$ cat src/rtl/demux_1_3_stream.sv
// Registered 1-to-3 stream demultiplexer with per-channel one-word buffers.
// Illegal select (3) words are discarded, flagged on err and counted.
module demux_1_3_stream #(
    parameter int WIDTH = 3,
    parameter int CNT_W = 8
) (
    input  logic             clk,
    input  logic             rst_n,
    input  logic [1:0]       s,
    input  logic [WIDTH-1:0] d,
    input  logic             in_valid,
    output logic             in_ready,
    output logic [WIDTH-1:0] y0,
    output logic [WIDTH-1:0] y1,
    output logic [WIDTH-1:0] y2,
    output logic             v0,
    output logic             v1,
    output logic             v2,
    input  logic             r0,
    input  logic             r1,
    input  logic             r2,
    output logic             err,
    output logic [CNT_W-1:0] drop_cnt
);

    logic [2:0]            r;
    logic [2:0]            v_q, v_d;
    logic [2:0][WIDTH-1:0] y_q, y_d;
    logic                  err_q, err_d;
    logic [CNT_W-1:0]      cnt_q, cnt_d;
    logic                  accept;

    assign r = {r2, r1, r0};

    // A full channel can still accept when its sink drains this cycle.
    always_comb begin
        unique case (s)
            2'd0:    in_ready = !v_q[0] || r[0];
            2'd1:    in_ready = !v_q[1] || r[1];
            2'd2:    in_ready = !v_q[2] || r[2];
            default: in_ready = 1'b1;
        endcase
    end

    assign accept = in_valid && in_ready;

    always_comb begin
        v_d = v_q;
        y_d = y_q;
        for (int k = 0; k < 3; k++) begin
            if (v_q[k] && r[k]) begin
                v_d[k] = 1'b0;
            end
            if (accept && s == 2'(k)) begin
                v_d[k] = 1'b1;
                y_d[k] = d;
            end
        end
        err_d = accept && (s == 2'd3);
        cnt_d = cnt_q;
        if (err_d && cnt_q != '1) begin
            cnt_d = cnt_q + 1'b1;
        end
    end

    always_ff @(posedge clk or negedge rst_n) begin
        if (!rst_n) begin
            v_q   <= '0;
            y_q   <= '0;
            err_q <= 1'b0;
            cnt_q <= '0;
        end else begin
            v_q   <= v_d;
            y_q   <= y_d;
            err_q <= err_d;
            cnt_q <= cnt_d;
        end
    end

    assign y0       = y_q[0];
    assign y1       = y_q[1];
    assign y2       = y_q[2];
    assign v0       = v_q[0];
    assign v1       = v_q[1];
    assign v2       = v_q[2];
    assign err      = err_q;
    assign drop_cnt = cnt_q;

endmodule
$ cat config.mk
export PLATFORM = sky130hd
export DESIGN_NAME = demux_1_3_stream
export DESIGN_NICKNAME = d
export VERILOG_FILES = /design/src/rtl/demux_1_3_stream.sv
export SDC_FILE = /design/constraint.sdc
export NUM_CORES = 1
export LEC_CHECK = 0
export CAP_MARGIN = 40
export CORE_MARGIN = 2
export CORE_UTILIZATION = 36
export DETAILED_ROUTE_END_ITERATION = 10
export HOLD_SLACK_MARGIN = 0.12
export PLACE_DENSITY = 0.66
export SKIP_LAST_GASP = 1
export SYNTH_ARGS = -nofsm -noshare
export SYNTH_HDL_FRONTEND = slang
export SYNTH_SLANG_ARGS = --single-unit
$ cat constraint.sdc
create_clock -name clk -period 1.66 [get_ports clk]
set_input_delay 0.166 -clock clk [delete_from_list [all_inputs] [get_ports clk]]
set_output_delay 0.166 -clock clk [all_outputs]
set_load 0.02 [all_outputs]
==> metrics.md <==
| Metric | Value |
|---|---|
| Outcome | `finished clean` |
| Setup Skew | `0.00331 ns` |
| Initial Util | `a little under two fifths` |
| Min-Delay Path Class | `in -> async` |
| CTS tree | `done` |
| Num rows | `18` |
| Pin count of the biggest net entering global routing | `22` |
| Ports | `33` |
| GRT Residual Overflow | `0` |
| Most common flop cell mapped by yosys | `dfrtp_1` |
| Cell area after layout | `1420 µm²` |
| Port bufs | `32` |
| Cell count of the worst reg-to-reg path | `4` |
| Layout cell share with drive strength beyond 1 | `between 30% and 40%` |
| Reg-to-reg slack, setup | `roughly 0.20 ns` |
| Endpoints failing hold | `0` |
| RSZ-0062 raised after global routing | `false` |
| Average size of a mapped cell | `about 13 µm²` |
| Skew-Pair Late Insertion Delay | `about 0.3 ns` |
| Crit-path max FO | `8` |
| Hold_ws | `0.189 ns` |
| HPWL after detailed placement | `about 1.5 mm` |
| Post-synth top area share | `roughly 56%` |
| Area growth syn-to-layout | `51.5%` |
| Antenna violations before repair | `0` |
| Final Max Slew Viols | `0` |
| Net Count, Synth | `86` |
| Utilization after layout | `57.4%` |
| Clock-pin slew on the worst setup and hold paths | `~0.12 ns` |
| Worst Setup Start Kind | `register` |
| Final #Nets | `136` |
| FF-to-FF End | `drop_cnt[1]$_DFFE_PN0P_` |
| Die Wd | `roughly 55 µm` |
| Clk sinks | `21` |
| Yosys top cell by area | `dfrtp_1` |
| Peak supply drop | `around 0.00069 V` |
| First-pass GRT wire length | `just under 3 mm` |
| Max stage delay on crit path | `about 0.63 ns` |
| Fmax | `634 MHz` |
| Max clock buf depth | `2` |
| Top Family by Delay on Critical Path | `buffers and inverters` |
| Seq/Total Area, Yosys | `56.0%` |
| WS Path Type | `reg -> out` |
| Nature of the critical path endpoint | `output pin` |
| Vias | `729` |
| Final min period | `~1.6 ns` |
| Wirelength per Cell | `~12 µm` |
| Actual slew at the worst max-slew pin | `between 0.2 and 0.3 ns` |
| DR vias/cell | `around 4.8` |
| Mapped Cells | `74` |
| Crit share post-route | `between 90% and 100%` |
| Worst slew margin | `82.2%` |
| Unique masters post-synth | `26` |
| DRC errors left | `0` |
| Power Dens Cells | `1160 nW/µm²` |
| Post-synth EDFFs | `0` |
| Most used standard cell by instance count after synthesis | `dfrtp_1` |
| Async SR Flop Fraction | `100%` |
| Initial DRC Count | `7` |
| YS warnings | `0` |
| Setup Viol. Count Final | `0` |
| Post-CTS repair timing setup buffer count | `0` |
| Leakage | `0.619 nW` |
| Synth top cells by count | `dfrtp_1, mux2_2, nand2_1` |
| DRT Pass-1 Iters | `4` |
| Total power draw | `approximately 1.7 mW` |
| Core area | `~2500 µm²` |
| Number of antenna diodes | `0` |
| H-tree lvl count | `1` |
| Routed Antenna Nets | `0` |
| Critical Path RT | `1.49 ns` |
| Vias in the first global route | `a little under 700` |
| Final Wtd Congestion | `approximately 0.73` |
| Max cap viols | `0` |
| Post-synthesis register bit count | `21` |
| Synth top area cells | `dfrtp_1, mux2_2, nand2_1` |
| Crit path arrival time | `~1.4 ns` |
| Buf+Inv Stages, Crit Path | `1` |
| Mapped Area | `938 µm²` |
| CTS buffer count | `3` |
| Die area | `~3000 µm²` |
| CP Cell Sequence | `clkdlybuf4s50_1` |
| Slowest stage cell, crit path | `clkdlybuf4s50_1` |
| DRT Wirelength | `between 1.5 and 2 mm` |
| Die Span Y | `~55 µm` |
| RR Startpoint | `drop_cnt[1]$_DFFE_PN0P_` |
| Root Driver | `clkbuf_4` |
| Area after DPL | `~1400 µm²` |
| Tot GR Track Use | `approximately 14%` |
worst max path at each step:
stage,start,endpoint,slack (ns),cells past startpoint
2_1_floorplan,drop_cnt[0]$_DFFE_PN0P_,drop_cnt[6]$_DFFE_PN0P_,0.05,4
3_3_place_gp,s[0],drop_cnt[7]$_DFFE_PN0P_,-0.07,7
3_5_place_dp,r0,in_ready,-0.07,5
4_1_cts,drop_cnt[2]$_DFFE_PN0P_,drop_cnt[2],0.06,1
5_1_grt,drop_cnt[0]$_DFFE_PN0P_,drop_cnt[0],0.02,2
6_report,drop_cnt[2]$_DFFE_PN0P_,drop_cnt[2],0.08,1
repair_timing:
item | in CTS | in global routing
setup endpoints to repair | 2 | 0
hold endpoints to repair | 0 | 0
hold buffers | 0 | 0
gates resized for setup | 2 | 0
layout by cell type, fill, tap and decap left out, types with 2 or more instances in the layout:
cell type / Yosys / layout
clkdlybuf4s50_1: 0 / 31
dfrtp_1: 21 / 20
buf_4: 1 / 14
mux2_2: 12 / 12
nand2_1: 7 / 7
nand2b_1: 3 / 3
o21ai_0: 3 / 3
nor2_1: 3 / 3
xor2_1: 3 / 3
clkbuf_4: 0 / 3
clkinv_2: 1 / 2
nand3_1: 2 / 2
nor3_1: 2 / 2
a31oi_1: 2 / 2
sequential cells by signal, summed over array words and instances (netlist names):
signal and cells:
err 1, y0 3, drop_cnt 8, y2 3, v_q 3, y1 3
through the flow:
step / instances / setup TNS [ns] / setup slack [ns]
6_report: 153 / 0 / 0.0828
5_1_grt: 153 / 0 / 0.0192
4_1_cts: 153 / 0 / 0.0600
3_5_place_dp: 149 / -0.281 / -0.0744
3_3_place_gp: 149 / -0.289 / -0.0731
2_1_floorplan: 74 / 0 / 0.0459
logic make-up after synthesis:
group	share of synthesized area, %
AO/OA/AOI/OAI	6.00
XOR/XNOR	3.73
adder cells (fa/ha/maj)	1.33
buffers and inverters	1.73
flip-flops	56.0
multiplexers	15.5
AND/OR/NAND/NOR	15.7
power by group:
part	internal, mW	total (mW)	switching [mW]
combinational	0.354	0.665	0.311
sequential	0.625	0.745	0.121
clock	0.0897	0.242	0.152
layer usage:
layer	vias up	routed length, µm	track usage (%)
met2	17	931	22.8
met4	0	19	7.32
li1	359	-	-
met1	351	846	17.3
met3	2	77	2.69
met5	-	0	0
cell type report:
class / count / area (µm²)
Fill cell: 230 / 1060
Sequential cell: 21 / 527
Clock buffer: 3 / 22.5
Inverter: 2 / 8.76
Tap cell: 30 / 37.5
Timing Repair Buffer: 46 / 424
Multi-Input combinational cell: 50 / 397
Clock inverter: 1 / 5.00
(Power assumes the default switching activity.)
